**config.mk**
```make
export PLATFORM = sky130hd
export DESIGN_NAME = tick_interval_timer
export DESIGN_NICKNAME = d
export VERILOG_FILES = /design/src/rtl/tick_timer_pkg.sv /design/src/rtl/tick_interval_timer_sync.sv /design/src/rtl/tick_interval_timer.sv
export SDC_FILE = /design/constraint.sdc
export NUM_CORES = 1
export LEC_CHECK = 0
export BUFFER_PORTS_ARGS = -buffer_cell sky130_fd_sc_hd__buf_2
export CORE_ASPECT_RATIO = 0.6
export CORE_MARGIN = 5
export CORE_UTILIZATION = 40
export CTS_BUF_LIST = sky130_fd_sc_hd__clkbuf_2
export CTS_CLUSTER_DIAMETER = 40
export DETAILED_ROUTE_END_ITERATION = 16
export PLACE_DENSITY = 0.68
export SYNTH_ARGS = -nofsm -noshare
export SYNTH_HDL_FRONTEND = slang
export SYNTH_HIERARCHICAL = 1
export SYNTH_SLANG_ARGS = --single-unit
```
**constraint.sdc**
```tcl
create_clock -name clk -period 4.1 [get_ports clk]
set_input_delay 0.205 -clock clk [delete_from_list [all_inputs] [get_ports clk]]
set_output_delay 0.205 -clock clk [all_outputs]
set_load 0.02 [all_outputs]
```
**src/rtl/tick_timer_pkg.sv**
```systemverilog
// Shared types and constants for the tick interval timer.
//   state_t          : controller state encoding (IDLE, COUNT, DONE)
//   DEFAULT_LIMIT_16 : 16-bit limit loaded at reset
package tick_timer_pkg;

    localparam int unsigned STATE_W = 2;

    typedef enum logic [STATE_W-1:0] {
        IDLE  = 2'd0,
        COUNT = 2'd1,
        DONE  = 2'd2
    } state_t;

    localparam logic [15:0] DEFAULT_LIMIT_16 = 16'h66C7;

endpackage : tick_timer_pkg

```
**src/rtl/tick_interval_timer_sync.sv**
```systemverilog
// Tick qualifier for the interval timer.
// SYNC=1: 2-FF synchroniser followed by an edge flop. tick_q is high for
//         exactly one cycle per rising edge of tick. It is high in the cycle
//         after the second synchroniser edge, so a counter that samples tick_q
//         updates 3 clk after the tick edge.
// SYNC=0: tick is already a synchronous one-cycle strobe and passes straight through.
// Ports:
//   clk    in  system clock
//   rst_n  in  synchronous active-low reset
//   tick   in  raw tick source
//   tick_q out qualified one-cycle tick
module tick_sync #(
    parameter bit SYNC = 1'b1
) (
    input  logic clk,
    input  logic rst_n,
    input  logic tick,
    output logic tick_q
);

    generate
        if (SYNC) begin : g_sync
            localparam int unsigned STAGES = 3;

            // [0],[1] synchroniser, [2] previous synchronised level for edge detect
            logic [STAGES-1:0] sh_q;

            always_ff @(posedge clk) begin
                if (!rst_n) begin
                    sh_q <= '0;
                end else begin
                    sh_q <= {sh_q[STAGES-2:0], tick};
                end
            end

            assign tick_q = sh_q[1] & ~sh_q[2];
        end else begin : g_bypass
            assign tick_q = tick;
        end
    endgenerate

endmodule : tick_sync

```
**src/rtl/tick_interval_timer.sv**
```systemverilog
// Tick interval timer: counts qualified ticks up to a programmable limit and
// flags expiry, in one-shot or periodic (auto-reload) mode, with a saturating
// count of completed periods.
// Ports:
//   clk       in  system clock
//   rst_n     in  synchronous active-low reset
//   tick      in  count event source
//   run       in  level enable; low stops and clears the timer
//   mode      in  0 = one-shot, 1 = periodic (captured on IDLE->COUNT)
//   limit_we  in  limit write strobe (honoured in IDLE only)
//   limit_in  in  new limit (0 behaves as 1)
//   reached   out registered expiry flag
//   expire    out one-cycle expiry pulse
//   count     out current tick count
//   periods   out completed periods, saturating
//   busy      out high while counting
module tick_interval_timer
    import tick_timer_pkg::*;
#(
    parameter int unsigned       WIDTH         = 16,
    parameter logic [WIDTH-1:0]  DEFAULT_LIMIT = WIDTH'(DEFAULT_LIMIT_16),
    parameter int unsigned       PWIDTH        = 8,
    parameter bit                SYNC          = 1'b1
) (
    input  logic              clk,
    input  logic              rst_n,
    input  logic              tick,
    input  logic              run,
    input  logic              mode,
    input  logic              limit_we,
    input  logic [WIDTH-1:0]  limit_in,
    output logic              reached,
    output logic              expire,
    output logic [WIDTH-1:0]  count,
    output logic [PWIDTH-1:0] periods,
    output logic              busy
);

    state_t             state_q, state_d;
    logic [WIDTH-1:0]   count_q, count_d;
    logic [WIDTH-1:0]   limit_q, limit_d;
    logic [PWIDTH-1:0]  periods_q, periods_d;
    logic               reached_q, reached_d;
    logic               expire_q, expire_d;
    logic               busy_q, busy_d;
    logic               mode_q, mode_d;

    logic               tick_q;
    logic [WIDTH-1:0]   eff_limit;
    logic [WIDTH-1:0]   count_inc;
    logic [PWIDTH-1:0]  periods_inc;

    // Tick qualification
    tick_sync #(
        .SYNC (SYNC)
    ) u_sync (
        .clk    (clk),
        .rst_n  (rst_n),
        .tick   (tick),
        .tick_q (tick_q)
    );

    // A zero limit would never be reached by an incrementing count
    assign eff_limit   = (limit_q == '0) ? WIDTH'(1) : limit_q;
    assign count_inc   = count_q + WIDTH'(1);
    assign periods_inc = (periods_q == '1) ? periods_q : periods_q + PWIDTH'(1);

    // State and datapath registers
    always_ff @(posedge clk) begin
        if (!rst_n) begin
            state_q   <= IDLE;
            count_q   <= '0;
            limit_q   <= DEFAULT_LIMIT;
            periods_q <= '0;
            reached_q <= 1'b0;
            expire_q  <= 1'b0;
            busy_q    <= 1'b0;
            mode_q    <= 1'b0;
        end else begin
            state_q   <= state_d;
            count_q   <= count_d;
            limit_q   <= limit_d;
            periods_q <= periods_d;
            reached_q <= reached_d;
            expire_q  <= expire_d;
            busy_q    <= busy_d;
            mode_q    <= mode_d;
        end
    end

    // Next-state and next-output logic; run low takes precedence over expiry
    always_comb begin
        state_d   = state_q;
        count_d   = count_q;
        limit_d   = limit_q;
        periods_d = periods_q;
        reached_d = 1'b0;
        expire_d  = 1'b0;
        mode_d    = mode_q;

        unique case (state_q)
            IDLE: begin
                count_d = '0;
                if (limit_we) begin
                    limit_d = limit_in;
                end
                // Tick in the start cycle is deliberately not counted
                if (run) begin
                    state_d   = COUNT;
                    mode_d    = mode;
                    periods_d = '0;
                end
            end

            COUNT: begin
                if (!run) begin
                    state_d = IDLE;
                    count_d = '0;
                end else if (tick_q) begin
                    if (count_inc == eff_limit) begin
                        expire_d  = 1'b1;
                        reached_d = 1'b1;
                        periods_d = periods_inc;
                        if (mode_q) begin
                            count_d = '0;
                        end else begin
                            state_d = DONE;
                            count_d = eff_limit;
                        end
                    end else begin
                        count_d = count_inc;
                    end
                end
            end

            DONE: begin
                if (!run) begin
                    state_d = IDLE;
                    count_d = '0;
                end else begin
                    reached_d = 1'b1;
                end
            end

            default: begin
                state_d = IDLE;
                count_d = '0;
            end
        endcase

        busy_d = (state_d == COUNT);
    end

    assign reached = reached_q;
    assign expire  = expire_q;
    assign count   = count_q;
    assign periods = periods_q;
    assign busy    = busy_q;

endmodule : tick_interval_timer
```
== Yosys cells after proc, flatten, opt, wreduce, memory -nomap -nowiden ==
Index checks and enable logic that the tools add are counted.
Storage, ports and cells
  register bits after elaboration: 49
  bits of input ports: 22
  output and inout bits: 27
  logic and storage cells: 58
Cells by class
  $add $sub $neg: 2
  equality and inequality tests: 12
  multiplexer cells: 25
  bitwise gates (word level): 2
  reductions and logical operators: 8
Operator list (count)
  16-bit 2-to-1 mux: 6
  8-bit 2-to-1 mux: 5
  16-bit one-hot mux with 2 select lines: 1
  16-bit by 1-bit adder with 16-bit output, second input constant: 1
  16-bit == test: 1
  16-bit logical NOT: 1
  8-bit one-hot mux with 2 select lines: 1
  2-bit 2-to-1 mux: 6
  2-bit != test, second input constant: 6
  8-bit by 1-bit adder with 8-bit output, second input constant: 1
  8-bit == test, second input constant: 1
  2-bit AND reduction: 4
  2-bit one-hot mux with 3 select lines: 1
  6-bit AND reduction: 1
  2-bit by 1-bit == test with 1-bit output, second input constant: 2
  1-bit 2-to-1 mux: 4
  3-bit != test, second input constant: 1
  2-bit == test, second input constant: 1
  2-bit logical NOT: 1
  1-bit one-hot mux with 2 select lines: 1
  2-bit nonzero test: 1
  1-bit bitwise AND: 1
  1-bit inverter: 1

== Logic depth before layout (Yosys ltp) ==
Gate-level depths: netlist of run 1.
  depth in word-level cells: 8
  gate-level depth with buffers: 10

== Hierarchy ==
The synthesis of run 1 kept the hierarchy.
Modules (own cells, without submodules)
  tick_interval_timer: instances 1, cells an instance 379, area each 2980.4 um^2
  tick_sync: instances 1, cells an instance 7, area each 92.6 um^2

== Least setup slack after synthesis of run 1 ==
Ideal clock, no wire load.
  path type: reg-to-reg
  start: register count_q[0], in the netlist count[0]
  end: register count_q[13], in the netlist count[13]
  setup time: 122 ps
  arrival time: 2958 ps
  data required time: 3978 ps
  path slack: 1021 ps
  cell stages (with the launch flop): 9
  path through: dfxtp_1 -> ha_1 -> nand3_2 -> or4_4 -> a32o_1 -> nor4b_4 -> nand3_1 -> and3_1 -> o311a_1
Between the ends
  cells in the longest elaborated chain, start to end: 6
Ends and longest elaborated chain
  start: declaration: RTL line tick_interval_timer.sv:40  | logic [WIDTH-1:0] count_q, count_d;
  start signal: assignment: RTL line tick_interval_timer.sv:81  | count_q <= count_d;
  16-bit by 1-bit adder with 16-bit output *: RTL line tick_interval_timer.sv:65  | assign count_inc = count_q + WIDTH'(1);
  16-bit == test: RTL line tick_interval_timer.sv:120  | if (count_inc == eff_limit) begin
  16-bit 2-to-1 mux *: RTL line tick_interval_timer.sv:120
  16-bit 2-to-1 mux *: RTL line tick_interval_timer.sv:119  | end else if (tick_q) begin
  16-bit 2-to-1 mux *: RTL line tick_interval_timer.sv:116  | if (!run) begin
  16-bit one-hot mux with 2 select lines *: RTL line tick_interval_timer.sv:101  | unique case (state_q)
Every way passes the cells marked *; elsewhere a longest branch is shown, timed or not. The select of a mux whose other input is x is not followed.
A chain may end at the register's enable or synchronous reset.

== Final worst setup path of run 1 ==
  start: register count_q[0], in the netlist count[0]
  end: register count_q[2], in the netlist count[2]
Same word-level chain as after synthesis.

==> results.cfg, run 1 <==
[logic_synthesis]
synth_nets = 414
ys.flop_type = dfxtp_1
yosys.area_share.simple_pct = 30.0
netlist_top_cells_area = dfxtp_1 32%, nand2_1 6.6%, xnor2_1 4.3%, nand3_1 4.1%, a21oi_1 3.9%
yosys.area_share.adder_pct = 2.44
synthMuxAreaShare_pct = 1.67
synth_compound_area_share_pct = 21.1
syn_inst = 386
synth_area_leader_cell = dfxtp_1
yosysSeqAreaShare_pct = 31.9
yosysWarnings = 6
synth-edff-count = 0
synth_area_per_cell_um2 = 7.96
ys_ff_latch = 49
postSynth.asyncResetShare_pct = 0
yosys.area.top_type_share_pct = 31.9
synth_common_cells = 54 x nand2_1, 49 x dfxtp_1, 25 x nand3_1, 24 x a21oi_1
syn_area_um2 = 3070
synth_xor_area_share_pct = 7.29
synth_top_family_by_area = simple AND/OR/NAND/NOR gates
synth_cell_types = 58
synth.most_common_cell = nand2_1

[power]
total_power_mw = 0.890
power_frac_comb_pct = 17.3
power.density_nw_per_um2 = 247
power.leakage_nw = 1.40
ir_drop_uv = 164
p_int_mw = 0.605
pwr-share-clk_pct = 24.3
p_switching_mw = 0.286
swShare_pct = 32.1
pwr-share-seq_pct = 58.4

[placed_design]
gp_congestion = 0.933
dp_hpwl_mm = 6.74
placed_cell_area_um2 = 3380
port_buffers = 48

[timing]
hold_viol_final = 0
final_max_slew_viol_count = 0
min_period_ps = 3570
period_share_pct = 87.1
rsz0062_at_grt = false
fin_setup_tns_ps = 0
timing.slew.headroom_pct = 58.3
skew_ps = 30.7
timing.fmax_mhz = 280
tightest_slew_ps = 622
setup_viol = 0

[layout]
layout-drive-gt1-share_pct = 17.8
final_net_count = 471
antenna_cells = 0
synthToLayoutAreaGrowth_pct = 17.5
fin_area_um2 = 3610

[grt]
grt_use_total_pct = 19.4
antenna_found_initial = 0
grt_pass1_vias = 2779
grt_pass1_wl_mm = 14.8
grt-ovfl-total = 0
grt_max_degree = 30

[detailed_routing]
drtIter0Drc = 244
avgViaCountPerCell = 5.78
wl_per_cell_um = 16.9
dr.pass1.iters = 5
via_count = 3168
drc_errors = 0
wirelength_mm = 9.27
drtAntennaViolNets = 0

[outcome]
outcome = finished clean

[clocking]
htree_levels = 2
cts_buffers = 5
cts_tree = built
cts.sinks = 49
ctsLongestPathBuffers = 2
path_clk_slew_ps = 290
clkLatencyLatePin_ps = 460
root_buffer = clkbuf_2

[worst_hold_path]
worstHoldPathType = input port to flip-flop

[run]
maxCapViolCount = 0

[worst_setup_path]
cpMaxStageDelayCell = or4_4
endpoint_kind = flip-flop
slowest_delay_ps = 580
critPathTopFamily = simple AND/OR/NAND/NOR gates
crit_arrival_ps = 3960
critPathRequiredTime_ps = 4490
path_cells = ha_1, nand3_2, or4_4, a32o_1, nor4b_4, buf_4, and3_1, buf_4, a31oi_1, a211oi_1
path_class = flip-flop to flip-flop
cp_max_fo = 14
path_buf_inv = 2
start_kind = flip-flop
crit_top_cell = buf_4

[die]
die_w_um = 123
io_pins = 49
coreArea_um2 = 7360
initial_utilization_pct = 41.8
die_area_um2 = 9590
die_height_um = 77.9
rows = 24
[metrics by stage]
| stage | setup WS, ps | hold slack, ps | utilization (%) | instances |
|---|---|---|---|---|
| 3_5_place_dp | 625 | 424 | 46.0 | 522 |
| 2_1_floorplan | 1020 | 327 | - | 386 |
| 5_1_grt | 277 | 13.9 | 49.1 | 548 |
| 3_3_place_gp | 728 | 414 | 46.0 | 522 |
| 4_1_cts | 555 | 21.9 | 49.1 | 548 |
| 6_report | 528 | 46.8 | 49.1 | 548 |
[power by group through the flow]
stage	clock network, mW	registers (mW)	logic, mW
2_1_floorplan	0	0.520	0.0988
3_3_place_gp	0	0.527	0.136
3_5_place_dp	0	0.528	0.138
4_1_cts	0.225	0.519	0.151
5_1_grt	0.244	0.523	0.169
6_report	0.216	0.520	0.154
[path summary, 6_finish.rpt]
check / end / slack, ps / depth (start not counted) / start
max: count[2]$_SDFFE_PN0P_ / 530 / 10 / count[0]$_SDFFE_PN0P_
min reg2reg: u_sync/g_sync.sh_q[1]$_SDFF_PN0_ / 480 / 1 / u_sync/g_sync.sh_q[0]$_SDFF_PN0_
max reg2reg: count[2]$_SDFFE_PN0P_ / 530 / 10 / count[0]$_SDFFE_PN0P_
min: reached$_SDFF_PN0_ / 50 / 3 / run
[cells by family (layout without fill, tap and decap cells)]
group / after synthesis / in the layout
DFF: 49 / 49
AOI/OAI and AO/OA: 101 / 101
and+or+nand+nor: 164 / 164
adders and majority gates: 6 / 6
muxes: 5 / 5
buffers and inverters: 37 / 95
xor gates and xnor gates: 24 / 24
[layout make-up]
type | count | area (um^2)
Clock buffer | 5 | 25.0
Timing Repair Buffer | 75 | 488
Tap cell | 104 | 130
Sequential cell | 49 | 981
Inverter | 12 | 45.0
Clock inverter | 3 | 21.3
Multi-Input combinational cell | 300 | 1920
Fill cell | 748 | 3750
[registers in the layout (all words and copies together) (netlist names)]
signal              flops
state_q                 2
mode_q                  1
expire                  1
u_sync/g_sync.sh_q      3
busy                    1
count                  16
periods                 8
reached                 1
limit_q                16
[tightest hold or removal path, delay by kind of cell]
| family | cells | cell delay [ps] |
|---|---|---|
| buffers and inverters | 1 | 150 |
| and+or+nand+nor | 2 | 140 |
[layer usage]
| layer | GRT usage [%] | vias to the layer above | routed length [um] |
|---|---|---|---|
| met3 | 5.01 | 4 | 887 |
| met1 | 29.2 | 1481 | 4540 |
| met2 | 28.2 | 144 | 3790 |
| met5 | 0 | - | 0 |
| li1 | - | 1539 | - |
| met4 | 2.87 | 0 | 44 |
[layout by cell type, fill, tap and decap left out, drive strengths merged, types with 7 or more instances in the layout]
cell type	Yosys	routed
buf	11	57
xnor2	15	15
dfxtp	49	49
nor2	10	10
a31oi	20	20
inv	11	12
nand4	15	15
dlygate4sd3	0	18
nand3	26	26
and3	7	7
and2	12	12
xor2	8	8
a21oi	24	24
nand2	54	54
o21ai	24	24
[repair_timing]
item,in CTS,in global routing
hold endpoints to repair,18,0
setup buffers,0,0
endpoints found under the setup margin,0,0
hold buffers,18,0
gates resized for setup,0,0
(Power assumes the default switching activity.)
==> inputs of run 2 (changes only) <==
==> constraint.sdc (replaced) <==
create_clock -name clk -period 4.1 [get_ports clk]
set_input_delay 0.82 -clock clk [delete_from_list [all_inputs] [get_ports clk]]
set_output_delay 0.82 -clock clk [all_outputs]
set_load 0.02 [all_outputs]
==> results.cfg, run 2 (synthesized netlist as in run 1, its figures left out) <==
[outcome]
outcome = finished clean

[timing]
setup_viol = 0
tightest_slew_ps = 591
final_max_slew_viol_count = 0
rsz0062_at_grt = false
timing.fmax_mhz = 284
hold_viol_final = 0
timing.slew.headroom_pct = 60.6
skew_ps = 17.5
period_share_pct = 86.0
fin_setup_tns_ps = 0
min_period_ps = 3530

[grt]
grt_use_total_pct = 19.4
grt_pass1_wl_mm = 14.7
antenna_found_initial = 0
grt_pass1_vias = 2734
grt-ovfl-total = 0
grt_max_degree = 30

[clocking]
post_cts_buffers = 0
path_clk_slew_ps = 280
cts.sinks = 49
cts_buffers = 5
cts_tree = built
ctsResizeCount = 0
htree_levels = 2
root_buffer = clkbuf_2
ctsLongestPathBuffers = 2
clkLatencyLatePin_ps = 460
postCtsHoldBufs = 0

[power]
power.leakage_nw = 1.33
power.density_nw_per_um2 = 256
ir_drop_uv = 133

[detailed_routing]
wirelength_mm = 9.18
avgViaCountPerCell = 5.76
drtIter0Drc = 267
drc_errors = 0
drtAntennaViolNets = 0
via_count = 3058
wl_per_cell_um = 17.3
dr.pass1.iters = 5

[worst_setup_path]
start_kind = flip-flop
path_class = flip-flop to flip-flop
cp_max_fo = 14
critPathRequiredTime_ps = 4510
endpoint_kind = flip-flop
crit_arrival_ps = 3940

[layout]
final_common_cell = nand2_1
stdcell_count = 531
layout-drive-gt1-share_pct = 18.7
final_net_count = 454
synthToLayoutAreaGrowth_pct = 11.8
antenna_cells = 0
fin_area_um2 = 3440
mostFrequentLayoutCells = 54 x nand2_1, 49 x dfxtp_1, 48 x buf_2

[die]
die_area_um2 = 9590
initial_utilization_pct = 41.8
coreArea_um2 = 7360
die_w_um = 123
io_pins = 49
rows = 24
die_height_um = 77.9

[placed_design]
placed_cell_area_um2 = 3390
dp_hpwl_mm = 6.75
port_buffers = 48
dp_cells = 523
gp_congestion = 0.929

[worst_hold_path]
worstHoldPathType = flip-flop to flip-flop

[run]
maxCapViolCount = 0
## run 2: changes by cell type in the layout (fill, tap and decap cells not counted)
| cell | before | now |
|---|---|---|
| dlygate4sd3_1 | 18 | 0 |
| buf_4 | 9 | 10 |
## run 2: worst max-delay path: stages, from the launching register on
cell and delay, ps:
dfxtp_1 480, ha_1 350, nand3_2 160, or4_4 580
a32o_1 260, nor4b_4 260, buf_4 210, and3_1 550
buf_4 300, a31oi_1 100, a211oi_1 200
## run 2: layout make-up
class | instances | area (um^2)
Sequential cell | 49 | 981
Multi-Input combinational cell | 300 | 1920
Fill cell | 782 | 3920
Timing Repair Buffer | 58 | 315
Clock inverter | 3 | 21.3
Inverter | 12 | 45.0
Tap cell | 104 | 130
Clock buffer | 5 | 25.0
## run 2: metrics by stage
| stage | util (%) | total power, mW | worst slack [ps] | hold WS [ps] |
|---|---|---|---|---|
| final | 46.7 | 0.881 | 573 | 471 |
| after global routing | 46.7 | 0.928 | 338 | 495 |
| after CTS | 46.7 | 0.887 | 568 | 480 |
| after detailed placement | 46.1 | 0.667 | 628 | 422 |
| after global placement | 46.1 | 0.664 | 744 | 414 |
| after floorplan | - | 0.618 | 1020 | 412 |
## run 2: routing by layer
layer	global-route usage (%)	share of wire, %
met1	30.7	51
met2	26.0	39
met5	4.17	0.53
met3	4.29	8.8
met4	3.54	0.86
## run 2: final timing paths
path	startpoint	to	slack, ps	cells after the start
min	u_sync/g_sync.sh_q[0]$_SDFF_PN0_	u_sync/g_sync.sh_q[1]$_SDFF_PN0_	470	1
max	count[0]$_SDFFE_PN0P_	count[2]$_SDFFE_PN0P_	570	10
max reg2reg	count[0]$_SDFFE_PN0P_	count[2]$_SDFFE_PN0P_	570	10
min reg2reg	u_sync/g_sync.sh_q[0]$_SDFF_PN0_	u_sync/g_sync.sh_q[1]$_SDFF_PN0_	470	1
## run 2: where the power goes
part,leakage (nW),switching [mW],internal [mW],total (mW)
Combinational,0.904,0.0858,0.0549,0.141
Sequential,0.399,0.0255,0.495,0.521
Clock,0.0310,0.176,0.0442,0.220
Total,1.33,0.287,0.594,0.881
==> inputs of run 3 (changes only) <==
--- a/config.mk
+++ b/config.mk
@@ -8,11 +8,11 @@
 export BUFFER_PORTS_ARGS = -buffer_cell sky130_fd_sc_hd__buf_2
 export CORE_ASPECT_RATIO = 0.6
 export CORE_MARGIN = 5
-export CORE_UTILIZATION = 40
+export CORE_UTILIZATION = 35
 export CTS_BUF_LIST = sky130_fd_sc_hd__clkbuf_2
 export CTS_CLUSTER_DIAMETER = 40
 export DETAILED_ROUTE_END_ITERATION = 16
-export PLACE_DENSITY = 0.68
+export PLACE_DENSITY = 0.62
 export SYNTH_ARGS = -nofsm -noshare
 export SYNTH_HDL_FRONTEND = slang
 export SYNTH_HIERARCHICAL = 1
==> results.cfg, run 3 (synthesized netlist as in run 1, its figures left out) <==
[worst_hold_path]
worstHoldPathType = flip-flop to flip-flop

[worst_setup_path]
crit_arrival_ps = 4330
crit_end = count[13]$_SDFFE_PN0P_
rr_worst_depth = 9
r2r_start = count[0]$_SDFFE_PN0P_
endpoint_kind = flip-flop
rrSetupSlack_ps = 200
reg2reg_to = count[13]$_SDFFE_PN0P_
critPathRequiredTime_ps = 4530
cp_max_fo = 14
start_kind = flip-flop
path_class = flip-flop to flip-flop
crit_start = count[0]$_SDFFE_PN0P_

[layout]
antenna_cells = 0
seqCellArea_um2 = 981
mostFrequentLayoutCells = 54 x nand2_1, 49 x dfxtp_1, 48 x buf_2
layout-drive-gt1-share_pct = 18.6
fin_area_um2 = 3440
synthToLayoutAreaGrowth_pct = 11.9
final_net_count = 452
fillers = 871
multi_input_area_um2 = 1920
final_common_cell = nand2_1

[power]
pwr-share-seq_pct = 57.4
swShare_pct = 33.8
power.leakage_nw = 1.33
pwr-share-clk_pct = 26.8
p_switching_mw = 0.307
p_int_mw = 0.602
power_frac_comb_pct = 15.8
power.density_nw_per_um2 = 264
ir_drop_uv = 119

[die]
die_w_um = 131
initial_utilization_pct = 36.1
die_height_um = 82.6
rows = 26
die_area_um2 = 10800
io_pins = 49
coreArea_um2 = 8520

[detailed_routing]
drc_errors = 0
wl_per_cell_um = 18.1
avgViaCountPerCell = 5.72
via_count = 3069
dr.pass1.iters = 5
wirelength_mm = 9.75
drtAntennaViolNets = 0
drtIter0Drc = 335

[timing]
rsz0062_at_grt = false
fin_setup_tns_ps = 0
final_max_slew_viol_count = 0
hold_viol_final = 0
period_share_pct = 95.0
min_period_ps = 3900
skew_ps = 42.2
timing.slew.headroom_pct = 52.1
tightest_slew_ps = 716
setup_viol = 0
timing.fmax_mhz = 257

[clocking]
ctsLongestPathBuffers = 2
clkLatencyLatePin_ps = 480
post_cts_buffers = 0
cts_buffers = 5
htree_levels = 2
cts.sinks = 49
path_clk_slew_ps = 320
ctsResizeCount = 0
cts_tree = built
root_buffer = clkbuf_2
postCtsHoldBufs = 0

[placed_design]
placed_cell_area_um2 = 3390
port_buffers = 48
gp_congestion = 0.980
dp_hpwl_mm = 7.02

[grt]
grt_pass1_wl_mm = 15.2
grt_use_total_pct = 18.3
grt_pass1_vias = 2704
grt-ovfl-total = 0
grt_max_degree = 30
antenna_found_initial = 0

[run]
maxCapViolCount = 0

[outcome]
outcome = finished clean
run 3: cell types whose count changed in the layout (fill, tap and decap cells not counted):
cell / delta
buf_4: -2
clkinv_1: -1
inv_8: +1
run 3: area by class of cell:
| type | count | area share [%] |
|---|---|---|
| timing repair buffer | 56 | 8.73 |
| clock buffer | 5 | 0.728 |
| inverter | 12 | 1.31 |
| sequential | 49 | 28.5 |
| tap | 112 | 4.07 |
| multi-input combinational | 300 | 55.8 |
| clock inverter | 3 | 0.837 |
run 3: power groups by stage:
stage | sequential [mW] | combinational [mW] | clock, mW
global route | 0.525 | 0.159 | 0.277
finish | 0.521 | 0.144 | 0.244
floorplan | 0.520 | 0.0988 | 0
detailed placement | 0.528 | 0.141 | 0
CTS | 0.520 | 0.142 | 0.252
global placement | 0.528 | 0.141 | 0
run 3: through the flow:
step / setup WS [ps] / total power [mW] / std cells / util [%] / hold slack (ps)
floorplan: 1020 / 0.618 / 386 / - / 412
global placement: 429 / 0.669 / 529 / 39.7 / 414
detailed placement: 347 / 0.669 / 529 / 39.7 / 424
CTS: 310 / 0.914 / 537 / 40.4 / 481
global route: 120 / 0.961 / 537 / 40.4 / 467
finish: 204 / 0.909 / 537 / 40.4 / 472
run 3: worst min-delay path by stage:
| stage | start | endpoint | cells past startpoint |
|---|---|---|---|
| 2_1_floorplan | u_sync/g_sync.sh_q[0]$_SDFF_PN0_ | u_sync/g_sync.sh_q[1]$_SDFF_PN0_ | 1 |
| 3_3_place_gp | u_sync/g_sync.sh_q[0]$_SDFF_PN0_ | u_sync/g_sync.sh_q[1]$_SDFF_PN0_ | 1 |
| 3_5_place_dp | u_sync/g_sync.sh_q[0]$_SDFF_PN0_ | u_sync/g_sync.sh_q[1]$_SDFF_PN0_ | 1 |
| 4_1_cts | u_sync/g_sync.sh_q[0]$_SDFF_PN0_ | u_sync/g_sync.sh_q[1]$_SDFF_PN0_ | 1 |
| 5_1_grt | limit_in[5] | limit_q[5]$_SDFFE_PN0P_ | 3 |
| 6_report | u_sync/g_sync.sh_q[0]$_SDFF_PN0_ | u_sync/g_sync.sh_q[1]$_SDFF_PN0_ | 1 |
run 3: metal layers:
layer	vias up	track usage (%)	part of all wire [%]
met4	0	2.77	0.41
li1	1501	-	-
met5	-	0	0
met2	153	22.5	36
met3	4	6.04	11
met1	1411	29.8	52
run 3: critical path: stages, from the launching register on:
cell and delay, ps:
dfxtp_1 510, ha_1 360, nand3_2 180, or4_4 590, a32o_1 270, nor4b_4 440
buf_4 220, nand3_1 520, and3_1 440, o311a_1 320
